## src/rtl/bus_sample_fifo_if.sv

```systemverilog
// bus_sample_fifo_if: producer/consumer handshake bundle for bus_sample_fifo
// Signals: in_valid/in_ready/in_data (producer side), out_valid/out_ready/out_data (consumer side)
// Modports: master = bench or producer/consumer side, slave = FIFO side
interface bus_sample_fifo_if #(
   parameter int X = 4
) ();
   logic         in_valid;
   logic         in_ready;
   logic [X:0]   in_data;
   logic         out_valid;
   logic         out_ready;
   logic [X:0]   out_data;
   modport master (output in_valid, in_data, out_ready, input in_ready, out_valid, out_data);
   modport slave  (input in_valid, in_data, out_ready, output in_ready, out_valid, out_data);
endinterface

```

## src/rtl/bus_sample_fifo.sv

```systemverilog
// bus_sample_fifo: per-instance FIFO buffering X+1-bit bus samples, with occupancy, high-water mark and stall counter
// Ports: clk, rst (sync, active-high); sif (slave modport: in_valid/in_ready/in_data, out_valid/out_ready/out_data);
//        count = occupancy, hwm = max occupancy since reset, stall_cnt = saturating in_valid & !in_ready cycles
// Optional: define BUS_SAMPLE_FIFO_DISPLAY_EN to print push and stall-start messages tagged with NAME
module bus_sample_fifo #(
   parameter int    X     = 4,
   parameter int    DEPTH = 8,
   parameter string NAME  = "DEFAULT"
) (
   input  logic                        clk,
   input  logic                        rst,
   bus_sample_fifo_if.slave            sif,
   output logic [$clog2(DEPTH+1)-1:0]  count,
   output logic [$clog2(DEPTH+1)-1:0]  hwm,
   output logic [15:0]                 stall_cnt
);
   localparam int aw = $clog2(DEPTH);
   localparam int cw = $clog2(DEPTH+1);
   localparam logic [cw-1:0] full_cnt = cw'(DEPTH);
   typedef enum logic [1:0] {EMPTY, PARTIAL, FULL} state_t;
   state_t        st, st_next;
   logic [X:0]    mem [DEPTH];
   logic [aw:0]   wptr, rptr, wptr_next, rptr_next;
   logic [cw-1:0] count_next;
   logic [X:0]    head_next;
   logic          push, pop, stall;
   // pointers carry a wrap bit, so their difference is the exact occupancy for a power-of-two depth
   assign count         = wptr - rptr;
   assign sif.in_ready  = st != FULL;
   assign sif.out_valid = st != EMPTY;
   always_comb begin
      push       = sif.in_valid & sif.in_ready;
      pop        = sif.out_valid & sif.out_ready;
      stall      = sif.in_valid & ~sif.in_ready;
      wptr_next  = push ? wptr + 1 : wptr;
      rptr_next  = pop ? rptr + 1 : rptr;
      count_next = wptr_next - rptr_next;
      st_next    = count_next == '0 ? EMPTY : count_next == full_cnt ? FULL : PARTIAL;
      // the slot being written this cycle becomes the head when nothing older remains
      head_next  = push && rptr_next[aw-1:0] == wptr[aw-1:0] ? sif.in_data : mem[rptr_next[aw-1:0]];
   end
   always_ff @(posedge clk)
      if (push && !rst) mem[wptr[aw-1:0]] <= sif.in_data;
   always_ff @(posedge clk) begin
      if (rst) begin
         wptr         <= '0;
         rptr         <= '0;
         hwm          <= '0;
         stall_cnt    <= '0;
         sif.out_data <= '0;
         st           <= EMPTY;
      end else begin
         wptr <= wptr_next;
         rptr <= rptr_next;
         st   <= st_next;
         if (count_next > hwm) hwm <= count_next;
         if (stall && stall_cnt != 16'hFFFF) stall_cnt <= stall_cnt + 1;
         // out_data keeps its last value while empty
         if (count_next != '0) sif.out_data <= head_next;
      end
   end
`ifdef BUS_SAMPLE_FIFO_DISPLAY_EN
   logic stall_q;
   always_ff @(posedge clk) begin
      stall_q <= rst ? 1'b0 : stall;
      if (!rst && push) $display("bsf %s push %h count %0d", NAME, sif.in_data, count_next);
      if (!rst && stall && !stall_q) $display("bsf %s stall", NAME);
   end
`else
`endif
endmodule
```

## src/flat_wrapper.sv

```systemverilog
// flat-port wrapper written by rule: the top's interface ports become plain ports
module bus_sample_fifo_flat 
#(
   parameter int    X     = 4,
   parameter int    DEPTH = 8,
   parameter string NAME  = "       "
)
  (clk, rst, count, hwm, stall_cnt, sif_in_valid, sif_in_data, sif_out_ready, sif_in_ready, sif_out_valid, sif_out_data);
  bus_sample_fifo_if #(.X(X)) sif_i ();
  input  logic clk;
  input  logic rst;
  output logic [$clog2(DEPTH+1)-1:0] count;
  output logic [$clog2(DEPTH+1)-1:0] hwm;
  output logic [15:0] stall_cnt;
  input wire logic [$bits(sif_i.in_valid)-1:0] sif_in_valid;
  input wire logic [$bits(sif_i.in_data)-1:0] sif_in_data;
  input wire logic [$bits(sif_i.out_ready)-1:0] sif_out_ready;
  output wire logic [$bits(sif_i.in_ready)-1:0] sif_in_ready;
  output wire logic [$bits(sif_i.out_valid)-1:0] sif_out_valid;
  output wire logic [$bits(sif_i.out_data)-1:0] sif_out_data;
  assign sif_i.in_valid = sif_in_valid;
  assign sif_i.in_data = sif_in_data;
  assign sif_i.out_ready = sif_out_ready;
  assign sif_in_ready = sif_i.in_ready;
  assign sif_out_valid = sif_i.out_valid;
  assign sif_out_data = sif_i.out_data;
  bus_sample_fifo #(.X(X), .DEPTH(DEPTH), .NAME(NAME)) u_core (.clk(clk), .rst(rst), .sif(sif_i), .count(count), .hwm(hwm), .stall_cnt(stall_cnt));
endmodule
```

## config.mk

```make
export PLATFORM = sky130hd
export DESIGN_NAME = bus_sample_fifo_flat
export DESIGN_NICKNAME = d
export VERILOG_FILES = /design/src/rtl/bus_sample_fifo_if.sv /design/src/rtl/bus_sample_fifo.sv /design/src/flat_wrapper.sv
export SDC_FILE = /design/constraint.sdc
export NUM_CORES = 1
export LEC_CHECK = 0
export ABC_AREA = 1
export CAP_MARGIN = 25
export CORE_UTILIZATION = 60
export DETAILED_ROUTE_END_ITERATION = 10
export DONT_BUFFER_PORTS = 1
export PLACE_DENSITY_LB_ADDON = 0.1
export SLEW_MARGIN = 10
export SYNTH_ARGS = -nofsm -noshare
export SYNTH_HDL_FRONTEND = slang
export SYNTH_SLANG_ARGS = --single-unit
```

## constraint.sdc

```tcl
create_clock -name clk -period 8.54 [get_ports clk]
set_input_delay 1.708 -clock clk [delete_from_list [all_inputs] [get_ports clk]]
set_output_delay 1.708 -clock clk [all_outputs]
set_load 0.02 [all_outputs]
```

# Word-level counts from Yosys, hierarchy flattened
# Memory sizes are Yosys's and may differ from the RTL's. A register that Yosys moved wholly into a read port is not among the register bits.
# Cells that the tools add are included.
totals:
  out_inout_bits: 31
  in_bits: 9
  register_bits: 30
  word_cells: 31
  ramBits: 40
  mem_count: 1
op_classes:
  magnitude_cmp: 1
  addsub: 5
  n_mux: 5
  n_eq_ne: 3
  n_bitwise: 4
  reduce_logical: 7
memory_table:
  columns: ["memory", "words", "width", "rd", "rd_ports_with_merged_regs", "wr", "line_no", "rtl"]
  rows:
  - ["u_core.mem", 8, 5, 1, 1, 1, "bus_sample_fifo.sv:22", "logic [X:0] mem [DEPTH];"]
ops:
  columns: ["operator", "count"]
  rows:
  - ["adder 16 x 1 -> 16 bit, second input constant", 1]
  - ["!= test 16 bit, second input constant", 1]
  - ["adder 4 x 1 -> 4 bit, second input constant", 2]
  - ["2-to-1 mux 4 bit", 2]
  - ["subtractor 4 bit", 2]
  - ["== test 4 bit, second input constant", 1]
  - ["greater-than comparator 4 bit", 1]
  - ["zero test 4 bit", 1]
  - ["nonzero test 4 bit", 1]
  - ["bitwise AND 1 bit", 3]
  - ["logical AND 1 bit", 2]
  - ["2-to-1 mux 1 bit", 2]
  - ["2-to-1 mux 2 bit", 1]
  - ["!= test 2 bit, second input constant", 1]
  - ["nonzero test 2 bit", 1]
  - ["OR reduction 2 bit", 1]
  - ["zero test 1 bit", 1]
  - ["NOT 1 bit", 1]

# Depth between registers and ports, before layout
logic_depth:
  ltp_word: 6
  depth_mapped: 22
  depth_no_buf: 21

# Least setup slack after synthesis
# OpenSTA, ideal clock, no wires.
synth_path:
  kind: "input -> register"
  startpoint: "input port sif_out_ready"
  endpoint: "register u_core.hwm[0]"
  path_buffers: 2
  cell_stages: 18
  arrival_time_ps: 3901
  setup_time_ps: 115
  path_slack_ps: 4524
  path_cell_list: "inv_1 nor2_4 nand2_1 nand2_2 buf_6 inv_2 buf_6 ha_1 fa_1 inv_1 ha_1 inv_1 o21bai_1 nand4_1 nand2_2 nand3_1 nand2_1 nor2_1"
synth_via:
  elab_chain_cells: 4
synth_rtl:
  columns: ["element", "line_no", "rtl"]
  rows:
  - ["start, declared", "flat_wrapper.sv:17", "input wire logic [$bits(sif_i.out_ready)-1:0] sif_out_ready;"]
  - ["bitwise AND 1 bit", "bus_sample_fifo.sv:33", "pop = sif.out_valid & sif.out_ready;"]
  - ["2-to-1 mux 4 bit", "bus_sample_fifo.sv:36", "rptr_next = pop ? rptr + 1 : rptr;"]
  - ["named net u_core.rptr_next[0]", "bus_sample_fifo.sv:23", "logic [aw:0] wptr, rptr, wptr_next, rptr_next;"]
  - ["subtractor 4 bit", "bus_sample_fifo.sv:37", "count_next = wptr_next - rptr_next;"]
  - ["named net u_core.count_next[1]", "bus_sample_fifo.sv:24", "logic [cw-1:0] count_next;"]
  - ["greater-than comparator 4 bit", "bus_sample_fifo.sv:56", "if (count_next > hwm) hwm <= count_next;"]
  - ["end signal, assigned", "bus_sample_fifo.sv:56", null]
  - ["end, declared", "bus_sample_fifo.sv:14", "output logic [$clog2(DEPTH+1)-1:0] hwm,"]
# The timed path passes the listed nets, and every way through them passes these cells.
# A chain may end at the register's enable or synchronous reset.

# Worst setup path in the final report
layout_path:
  startpoint: "input port sif_out_ready"
  endpoint: "register u_core.hwm[2]"
layout_via:
  elab_chain_cells: 4
layout_rtl:
  columns: ["element", "line_no"]
  rows:
  - ["bitwise AND 1 bit", "bus_sample_fifo.sv:33"]
  - ["2-to-1 mux 4 bit", "bus_sample_fifo.sv:36"]
  - ["subtractor 4 bit", "bus_sample_fifo.sv:37"]
  - ["named net u_core.count_next[1]", "bus_sample_fifo.sv:24"]
  - ["greater-than comparator 4 bit", "bus_sample_fifo.sv:56"]
# The timed path passes the listed nets, and every way through them passes these cells.

==> metrics.md <==
| Metric | Value |
|---|---|
| Status | complete, no violations |
| Diodes inserted | 0 |
| Compound-Gate Fraction of Synth Area | 11.0% |
| # DRC | 0 |
| FP Rows | 28 |
| CP arrival | 4.35 ns |
| Pin count of the biggest net entering global routing | 31 |
| # fillers | 508 |
| RSZ-0062 raised after global routing | false |
| # IOs | 40 |
| Root Driver | clkbuf_8 |
| Layout cells sized above 1 | 9.43% |
| Clock buffer depth | 2 |
| First DRT Iteration DRCs | 115 |
| Setup bufs post-CTS | 0 |
| Die width | 82.0 um |
| Mapped Cells | 452 |
| Die height | 82.0 um |
| Max_cap viols | 0 |
| Cell Area, Placed | 0.00386 mm^2 |
| Clk_skew | 0.0104 ns |
| Main combinational cell family by area after synthesis | simple AND/OR/NAND/NOR gates |
| Post-DP HPWL | 5.62 mm |
| Post-DRT Antenna Nets | 0 |
| Distinct cells, synth | 37 |
| Antenna violations before repair | 0 |
| GP Congestion | 0.772 |
| Post-Syn Area | 0.00384 mm^2 |
| Total GRT Usage | 24.9% |
| Maximum vdd drop | 0.270 mV |
| Initial Utilization | 63.3% |
| Drt pass-1 iters | 6 |
| Avg Inst Size Synth | 8.49 um^2 |
| CTS-repair resized insts | 0 |
| Seq cells post-synth | 75 |
| Fin util | 67.1% |
| Final wirelength | 7.68 mm |
| Fin area | 0.00407 mm^2 |
| Vias per std cell | 5.50 |
| Most used flip-flop cell after synthesis | edfxtp_1 |
| Worst EP required | 8.79 ns |
| Final count of hold timing violations | 0 |
| Setup violators final | 0 |
| Tcrit/Tclk final | 48.0% |
| CP Max Fanout | 30 |
| Cts hold-fix bufs | 0 |
| Number of enable flip-flop cells after synthesis | 40 |
| Clock transition at the registers of the reported paths | 0.08 ns |
| Pwr dens | 315 mW/mm^2 |
| Area grow syn2layout | 5.90% |
| Post-synthesis simple-gate area fraction | 23.7% |
| First-pass GRT wire length | 12.2 mm |
| CTS tree | done |
| Vias | 2918 |
| Element type at the critical path end | register |
| Total negative setup slack | 0 ns |
| Adder-cell share of the synthesized area | 4.63% |
| Clk Latency, worst-skew pair | 0.35 ns |
| Die ar. | 0.00672 mm^2 |
| Fraction of synthesized area in multiplexers | 0% |
| CP startpoint kind | input port |
| Worst Max-Slew Pin Slew | 0.938 ns |
| Wire per inst | 14.5 um |
| Hold Crit Class | register to register |
| Core footprint | 0.00606 mm^2 |
| H-tree depth | 3 |
| Worst reg2reg startpoint | u_core.st[1] |
| Synth warn | 0 |
| GR Overflow Total | 0 |
| Post-synthesis sequential area ratio | 49.5% |
| Fin nets | 474 |
| Vias in the first global route | 2635 |
| Max-slew violation count | 0 |
| Hold Crit Start | u_core.stall_cnt[4] |
| Total clock buffers created by CTS | 9 |
| Crit Path Class | input port to register |
| Net Count, Synth | 474 |
| Count of input and output buffers | 0 |
| # clock sinks | 75 |
| Worst slew margin | 37.0% |
| CP startpoint | sif_out_ready |
| Maximum clock rate | 244 MHz |
| Async SR Flop Fraction | 0% |
| Post-Synth XOR/XNOR Area | 2.93% |
| Pleak | 0.00164 uW |
| Crit path time final | 4.10 ns |
## power by group
group	switching, uW	internal [uW]
clock	129	161
combinational	343	177
sequential	54.1	415
## final cells by class
cell class	instances	area, um^2	share of cell area [%]
well taps	75	93.8	2.31
clock inverters	6	80.1	1.97
inverters	61	230	5.66
multi-input cells	304	1620	40.0
clock buffers	9	124	3.05
repair buffers	1	11.3	0.277
flip-flops and latches	75	1900	46.8
## Yosys cell counts, types with 3 or more instances
cell | n | area share, %
buf_6 | 4 | 1.2
nor3_1 | 9 | 1.2
xor2_1 | 4 | 0.91
dfxtp_1 | 35 | 18
nand2_2 | 9 | 1.5
nor2_1 | 60 | 5.9
nand2_1 | 81 | 7.9
edfxtp_1 | 40 | 31
xnor2_1 | 7 | 1.6
inv_1 | 52 | 5.1
ha_1 | 11 | 3.6
nand3_1 | 21 | 2.7
o211ai_1 | 3 | 0.59
inv_2 | 7 | 0.68
o21ai_0 | 31 | 4.0
o21a_1 | 3 | 0.59
o21ai_1 | 13 | 1.7
a21oi_1 | 26 | 3.4
nand2_4 | 3 | 0.88
buf_2 | 6 | 0.78
nand4_1 | 7 | 1.1
## through the flow
step	hold WS (ns)	worst slack [ns]	power, uW	instances
3_5_place_dp	0.578	4.07	997	516
3_3_place_gp	0.555	4.16	976	515
6_report	0.586	4.44	1280	531
4_1_cts	0.594	4.44	1290	531
5_1_grt	0.608	4.17	1370	531
2_1_floorplan	0.536	4.52	920	452
## cells in the final DEF (no fill, tap or decap), types with 2 or more instances in the layout
cell / netlist / layout
nand2_2: 9 / 9
xor2_1: 4 / 4
nand2_1: 81 / 81
ha_1: 11 / 11
nand4_1: 7 / 7
o211ai_1: 3 / 3
dfxtp_1: 35 / 35
nand2_4: 3 / 3
clkinv_1: 1 / 4
nor2_1: 60 / 60
clkbuf_8: 0 / 9
inv_2: 7 / 7
nand3_1: 21 / 21
o21a_1: 3 / 3
a21oi_1: 26 / 26
inv_1: 52 / 52
o21ai_1: 13 / 13
nor4_1: 2 / 2
o21ai_0: 31 / 31
xnor2_1: 7 / 7
bufinv_16: 0 / 2
nor2_2: 2 / 2
edfxtp_1: 40 / 40
nor3_1: 9 / 9
nor2_4: 2 / 2
fa_1: 2 / 2
## cell families (layout without fill, tap and decap cells)
kind of cell             after synthesis  in the layout
XOR/XNOR                              12             12
adder cells (fa/ha/maj)               13             13
AND/OR/NAND/NOR                      200            200
buffers and inverters                 73             77
AO/OA/AOI/OAI                         79             79
flip-flops                            75             75
## flip-flops by register name (all words and copies together) (netlist names)
name / cells
u_core.st: 2
u_core.rptr: 4
u_core.sif.out_data: 5
u_core.wptr: 4
u_core.hwm: 4
u_core.stall_cnt: 16
u_core.mem: 40
## final timing paths
kind	to	cells past startpoint	slack [ns]
worst max register to register	u_core.hwm[2]	16	5.32
worst max-delay path	u_core.hwm[2]	16	4.44
worst min register to register	u_core.stall_cnt[4]	1	0.59
worst min-delay path	u_core.stall_cnt[4]	1	0.59
## per-layer routing
metal	part of all wire, %	vias to the layer above	global-route usage [%]
met5	0	-	0
met4	1.7	0	12.5
met3	3.4	11	5.00
met2	49	61	40.2
met1	46	1355	31.8
li1	-	1491	-
## worst max-delay path: stages
cell	delay (ns)
inv_1	0.04
nor2_4	0.16
nand2_1	0.08
nand2_2	0.36
inv_2	0.23
ha_1	0.26
fa_1	0.53
inv_1	0.05
ha_1	0.29
inv_1	0.04
o21bai_1	0.12
nand4_1	0.12
nand2_2	0.15
nand3_1	0.09
nand2_1	0.07
nor2_1	0.05
No activity file was read; power rests on OpenSTA's default activity.
